`src/rtl/ball_motion.sv`:
```
// Ball motion generator: owns the ball position/direction registers and steps
// them once per frame, handling wall/paddle bounces, hit feedback and serve/miss.
module ball_motion #(
  parameter int BALL_SIZE = 8,
  parameter int H_MAX     = 640,
  parameter int V_MAX     = 480,
  parameter int SPEED     = 2,
  parameter int SERVE_X   = 316,
  parameter int SERVE_Y   = 240,
  parameter int MISS_HOLD = 60
) (
  input  logic       clk,
  input  logic       rst,
  input  logic       frame_tick,
  input  logic       serve,
  input  logic       hit_in,
  input  logic [9:0] paddle_x,
  input  logic [9:0] paddle_y,
  input  logic [9:0] paddle_h_size,
  output logic [9:0] ball_x_reg,
  output logic [9:0] ball_y_reg,
  output logic       ball_dx,
  output logic       ball_dy,
  output logic       ball_active,
  output logic       paddle_hit,
  output logic       miss
);

  localparam logic [1:0] IDLE = 2'd0;
  localparam logic [1:0] MOVE = 2'd1;
  localparam logic [1:0] MISS = 2'd2;

  localparam logic [10:0] SZ        = 11'(BALL_SIZE);
  localparam logic [10:0] SP        = 11'(SPEED);
  localparam logic [10:0] HMAX      = 11'(H_MAX);
  localparam logic [10:0] VMAX      = 11'(V_MAX);
  localparam logic [9:0]  X_RIGHT   = 10'(H_MAX - BALL_SIZE);
  localparam logic [9:0]  X_SERVE   = 10'(SERVE_X);
  localparam logic [9:0]  Y_SERVE   = 10'(SERVE_Y);
  localparam logic [7:0]  HOLD_LAST = 8'(MISS_HOLD - 1);

  logic [1:0]  state, state_next;
  logic [7:0]  miss_cnt, cnt_next;
  logic        hit_latch, hit_latch_next;
  logic [9:0]  x_next, y_next;
  logic        dx_next, dy_next;
  logic        paddle_hit_next, miss_next;

  // Everything is evaluated at 11 bits so edge sums never wrap.
  logic [10:0] x_ext, y_ext, x_inc, x_dec, y_inc, y_dec;
  logic [10:0] ball_right, ball_bottom, paddle_left, paddle_right, paddle_top;
  logic        hit_pending, over_paddle, near_paddle;

  always_comb begin
    x_ext        = {1'b0, ball_x_reg};
    y_ext        = {1'b0, ball_y_reg};
    x_inc        = x_ext + SP;
    x_dec        = x_ext - SP;
    y_inc        = y_ext + SP;
    y_dec        = y_ext - SP;
    ball_right   = x_ext + SZ - 11'd1;
    ball_bottom  = y_ext + SZ;
    paddle_left  = {1'b0, paddle_x};
    paddle_right = {1'b0, paddle_x} + {1'b0, paddle_h_size} - 11'd1;
    paddle_top   = {1'b0, paddle_y};
    over_paddle  = (ball_right >= paddle_left) && (x_ext <= paddle_right);
    near_paddle  = (ball_bottom <= paddle_top) && (ball_bottom + SP >= paddle_top);
    hit_pending  = hit_latch | hit_in;
  end

  // Next-state logic; all motion is gated by frame_tick.
  always_comb begin
    state_next      = state;
    cnt_next        = miss_cnt;
    hit_latch_next  = 1'b0;
    x_next          = ball_x_reg;
    y_next          = ball_y_reg;
    dx_next         = ball_dx;
    dy_next         = ball_dy;
    paddle_hit_next = 1'b0;
    miss_next       = 1'b0;

    case (state)
      IDLE: begin
        x_next = X_SERVE;
        y_next = Y_SERVE;
        if (serve) state_next = MOVE;
      end

      MOVE: begin
        hit_latch_next = hit_pending;
        if (frame_tick) begin
          hit_latch_next = 1'b0;

          if (!ball_dx && x_ext <= SP) begin
            x_next  = 10'd0;
            dx_next = 1'b1;
          end else if (ball_dx && (x_ext + SZ + SP >= HMAX)) begin
            x_next  = X_RIGHT;
            dx_next = 1'b0;
          end else begin
            x_next = ball_dx ? x_inc[9:0] : x_dec[9:0];
          end

          if (ball_dy && over_paddle && near_paddle) begin
            y_next          = 10'(paddle_top - SZ);
            dy_next         = 1'b0;
            paddle_hit_next = 1'b1;
          end else if (ball_dy && (y_ext + SP >= VMAX)) begin
            state_next = MISS;
            miss_next  = 1'b1;
            x_next     = X_SERVE;
            y_next     = Y_SERVE;
            dx_next    = 1'b1;
            dy_next    = 1'b0;
            cnt_next   = 8'd0;
          end else if (!ball_dy && y_ext <= SP) begin
            y_next  = 10'd0;
            dy_next = 1'b1;
          end else if (hit_pending) begin
            dy_next = ~ball_dy;
            y_next  = ball_dy ? y_dec[9:0] : y_inc[9:0];
          end else begin
            y_next = ball_dy ? y_inc[9:0] : y_dec[9:0];
          end
        end
      end

      MISS: begin
        x_next = X_SERVE;
        y_next = Y_SERVE;
        if (frame_tick) begin
          cnt_next = miss_cnt + 8'd1;
          if (miss_cnt == HOLD_LAST) state_next = IDLE;
        end
      end

      default: state_next = IDLE;
    endcase
  end

  always_ff @(posedge clk or posedge rst) begin
    if (rst) begin
      state       <= IDLE;
      miss_cnt    <= 8'd0;
      hit_latch   <= 1'b0;
      ball_x_reg  <= X_SERVE;
      ball_y_reg  <= Y_SERVE;
      ball_dx     <= 1'b1;
      ball_dy     <= 1'b0;
      ball_active <= 1'b0;
      paddle_hit  <= 1'b0;
      miss        <= 1'b0;
    end else begin
      state       <= state_next;
      miss_cnt    <= cnt_next;
      hit_latch   <= hit_latch_next;
      ball_x_reg  <= x_next;
      ball_y_reg  <= y_next;
      ball_dx     <= dx_next;
      ball_dy     <= dy_next;
      ball_active <= (state_next == MOVE);
      paddle_hit  <= paddle_hit_next;
      miss        <= miss_next;
    end
  end

endmodule

```
`config.mk`:
```
export PLATFORM = sky130hd
export DESIGN_NAME = ball_motion
export DESIGN_NICKNAME = d
export VERILOG_FILES = /design/src/rtl/ball_motion.sv
export SDC_FILE = /design/constraint.sdc
export NUM_CORES = 1
export LEC_CHECK = 0
export CAP_MARGIN = 10
export CORE_ASPECT_RATIO = 1.1
export CORE_UTILIZATION = 30
export DETAILED_ROUTE_END_ITERATION = 10
export GPL_ROUTABILITY_DRIVEN = 0
export HOLD_SLACK_MARGIN = 0.15
export PLACE_DENSITY = 0.57
export SLEW_MARGIN = 10
export SYNTH_ARGS = -nofsm -noshare
export SYNTH_HDL_FRONTEND = slang
export SYNTH_SLANG_ARGS = --single-unit
export TNS_END_PERCENT = 20
```
`constraint.sdc`:
```
create_clock -name clk -period 5 [get_ports clk]
set_input_delay 0.5 -clock clk [delete_from_list [all_inputs] [get_ports clk]]
set_output_delay 0.5 -clock clk [all_outputs]
set_load 0.02 [all_outputs]
```
==> flow_summary.json <==
{
  "power.switching_w": 0.001474,
  "crit_fanout": 9,
  "p_sw_share_pct": 49.22,
  "startpoint": "paddle_x[1]",
  "synth_edf_count": 0,
  "io_pins": 60,
  "final_common_cell": "inv_1",
  "required_ps": 5180,
  "cts_buffer_depth": 2,
  "vias_per_cell": 5.327,
  "hold_viol": 0,
  "syn_area_per_cell_sq_um": 7.958,
  "clock_power_share_pct": 9.9,
  "slew_headroom_pct": 40.10,
  "final_cell_mix": "inv_1, ha_1, clkdlybuf4s50_1",
  "setup-violations-final": 0,
  "holdWs_ps": 501.4,
  "cts_tree": "yes",
  "yosysSeqAreaShare_pct": 18.81,
  "grt_max_degree": 37,
  "ctsRootBufferMaster": "clkbuf_16",
  "min_path_type": "flop to flop",
  "intPower_w": 0.001521,
  "clkTransAtPathRegs_ps": 50,
  "period_share_pct": 93.53,
  "drt_iter0_drc": 221,
  "chipHeight_microns": 135.4,
  "critPathArrivalTime_ps": 4860,
  "cp-start-kind": "input port",
  "grt_pass1_vias": 4519,
  "worst_pin_slew_ps": 896.2,
  "grt_pass1_wl_mm": 21.29,
  "status": "finished clean",
  "dp_hpwl_mm": 10.05,
  "post-place-ws_ps": -89.82,
  "setup_ws_ps": 323.3,
  "min-delay-start": "state[0]$_DFF_PP0_",
  "rows": 48,
  "portBuffers": 59,
  "mappedNetlistNets": 721,
  "synth_warnings": 0,
  "start_util_pct": 30.85,
  "synth_cell_types": 78,
  "synth-main-ff-cell": "dfrtp_1",
  "crit_type": "input port to flop",
  "fillers": 1665,
  "dieArea_sq_um": 16700,
  "cts_hold_buf": 0,
  "area_growth_pct": 20.64,
  "ys_ff_latch": 36,
  "p_per_area_nw_per_um2": 511.3,
  "track_usage_pct": 15.91,
  "ant_nets": 0,
  "timing.rr.start": "ball_y_reg[4]$_DFFE_PP1P_",
  "drv_slew": 0,
  "drive_gt1_share_pct": 9.309,
  "clock_latency_ps": 280,
  "synth-async-reset-ratio_pct": 100.0,
  "drcViolationCount": 0,
  "power_frac_seq_pct": 22.2,
  "antennaDiodeCount": 0,
  "total_leakage_power_nw": 2.568,
  "peakVddDrop_v": 0.0002055,
  "min_period_ps": 4677,
  "core_area_sq_um": 15740,
  "cts_buffers": 5,
  "drt_pass1_iterations": 4,
  "routedWlPerCell_microns": 14.94,
  "finish.utilization_pct": 37.22,
  "via_count": 4613,
  "drt_wl_total_mm": 12.94,
  "die_w_microns": 123.3,
  "skew_ps": 4.750,
  "h-tree-depth": 2,
  "cap_violations": 0,
  "layout.nets": 776,
  "cts.sinks": 36,
  "max_freq_mhz": 213.8,
  "rsz0062_at_grt": "no",
  "post_cts_buffers": 0,
  "p_comb_share_pct": 67.9,
  "grt_overflow": 0,
  "end_kind": "flop",
  "cts_resized": 0,
  "synthesis.area_sq_um": 4855,
  "syn_inst": 610,
  "antenna_found_initial": 0
}
[worst max-delay path, cell delays in order]
cell	delay, ps
clkdlybuf4s50_1	450
inv_1	50
ha_1	280
inv_1	50
ha_1	160
inv_1	60
fa_2	350
nor2b_1	120
o21ai_1	80
a21oi_1	160
o21ai_0	90
nand2b_1	90
a21o_1	120
a21oi_1	70
xor2_1	150
ha_1	310
nand3_2	100
a211oi_2	200
o21ai_1	110
a311oi_4	400
o31ai_2	130
buf_4	180
nand2b_1	180
a21o_1	190
a211oi_1	240
[power by group through the flow]
stage          logic [W]  clock network [W]  registers [W]
2_1_floorplan    0.00149                  0       0.000595
3_3_place_gp     0.00194                  0       0.000667
3_5_place_dp     0.00200                  0       0.000668
4_1_cts          0.00201           0.000306       0.000665
5_1_grt          0.00226           0.000320       0.000692
6_report         0.00203           0.000297       0.000665
[cell type report]
cell class	instances	area, sq um	area share [%]
Tap cell	200	250.2	4.273
Timing Repair Buffer	74	706.9	12.07
Clock buffer	7	132.6	2.264
Inverter	77	289.0	4.935
Sequential cell	36	913.4	15.59
Clock inverter	1	5.005	0.08545
Multi-Input combinational cell	471	3560	60.78
[layer usage]
layer  up-vias  track usage [%]  share of wire [%]
met5         -                0                  0
met4         0            5.154                1.8
met3        18            1.768                3.0
met2        87            27.53                 49
met1      2210            20.39                 46
li1       2298                -                  -
[path summary, 6_finish.rpt]
kind / cells past startpoint / slack (ps) / end
worst min register to register: 1 / 500 / ball_y_reg[6]$_DFFE_PP1P_
worst min-delay path: 1 / 500 / ball_y_reg[6]$_DFFE_PP1P_
max in group asynchronous: 3 / 4010 / ball_y_reg[7]$_DFFE_PP1P_
min in group asynchronous: 3 / 640 / miss_cnt[2]$_DFFE_PP0P_
worst max-delay path: 25 / 320 / miss_cnt[7]$_DFFE_PP0P_
worst max register to register: 15 / 960 / miss_cnt[7]$_DFFE_PP0P_
[cell families (layout without fill, tap and decap cells)]
family          count (synthesis)  in the layout  synth area share [%]
simple gates                  188            188                 20.93
fa+ha+maj                      76             76                 19.74
mux                             4              4                0.8248
buf+inv                       103            159                 8.479
flops                          36             36                 18.81
compound gates                155            155                 21.55
xor+xnor                       48             48                 9.665
[Yosys cell counts, types with 3 or more instances]
master | count | area share [%]
nand2_1 | 41 | 3.2
or3_1 | 4 | 0.52
nor4_1 | 10 | 1.3
buf_4 | 3 | 0.46
inv_1 | 77 | 6.0
nand2b_1 | 6 | 0.77
and3_1 | 8 | 1.0
nand3_1 | 21 | 2.2
o21ai_0 | 36 | 3.7
nand4_1 | 11 | 1.4
nor3_1 | 16 | 1.6
xnor2_2 | 3 | 1.0
o21a_1 | 4 | 0.62
a21oi_1 | 38 | 3.9
xnor2_1 | 25 | 4.5
dfrtp_1 | 26 | 13
o22ai_1 | 3 | 0.39
nor2_1 | 37 | 2.9
a31o_2 | 3 | 0.54
clkbuf_1 | 16 | 1.2
nor3b_1 | 4 | 0.62
a31oi_1 | 10 | 1.3
a311oi_1 | 6 | 1.1
a21o_1 | 8 | 1.2
dfstp_2 | 10 | 5.4
mux2i_1 | 4 | 0.82
a211oi_1 | 16 | 2.5
xor2_1 | 18 | 3.2
ha_1 | 75 | 19
nor2b_1 | 7 | 0.90
buf_2 | 5 | 0.52
[stage by stage]
| stage | cell area, sq um | setup TNS, ps | power (W) | cells |
|---|---|---|---|---|
| after floorplan | 4855 | 0 | 0.002085 | 610 |
| after global placement | 5685 | 0 | 0.002610 | 858 |
| after detailed placement | 5685 | -358.7 | 0.002666 | 858 |
| after CTS | 5823 | 0 | 0.002984 | 866 |
| after global routing | 5857 | 0 | 0.003272 | 866 |
| final | 5857 | 0 | 0.002994 | 866 |
No activity file was read; power rests on OpenSTA's default activity.
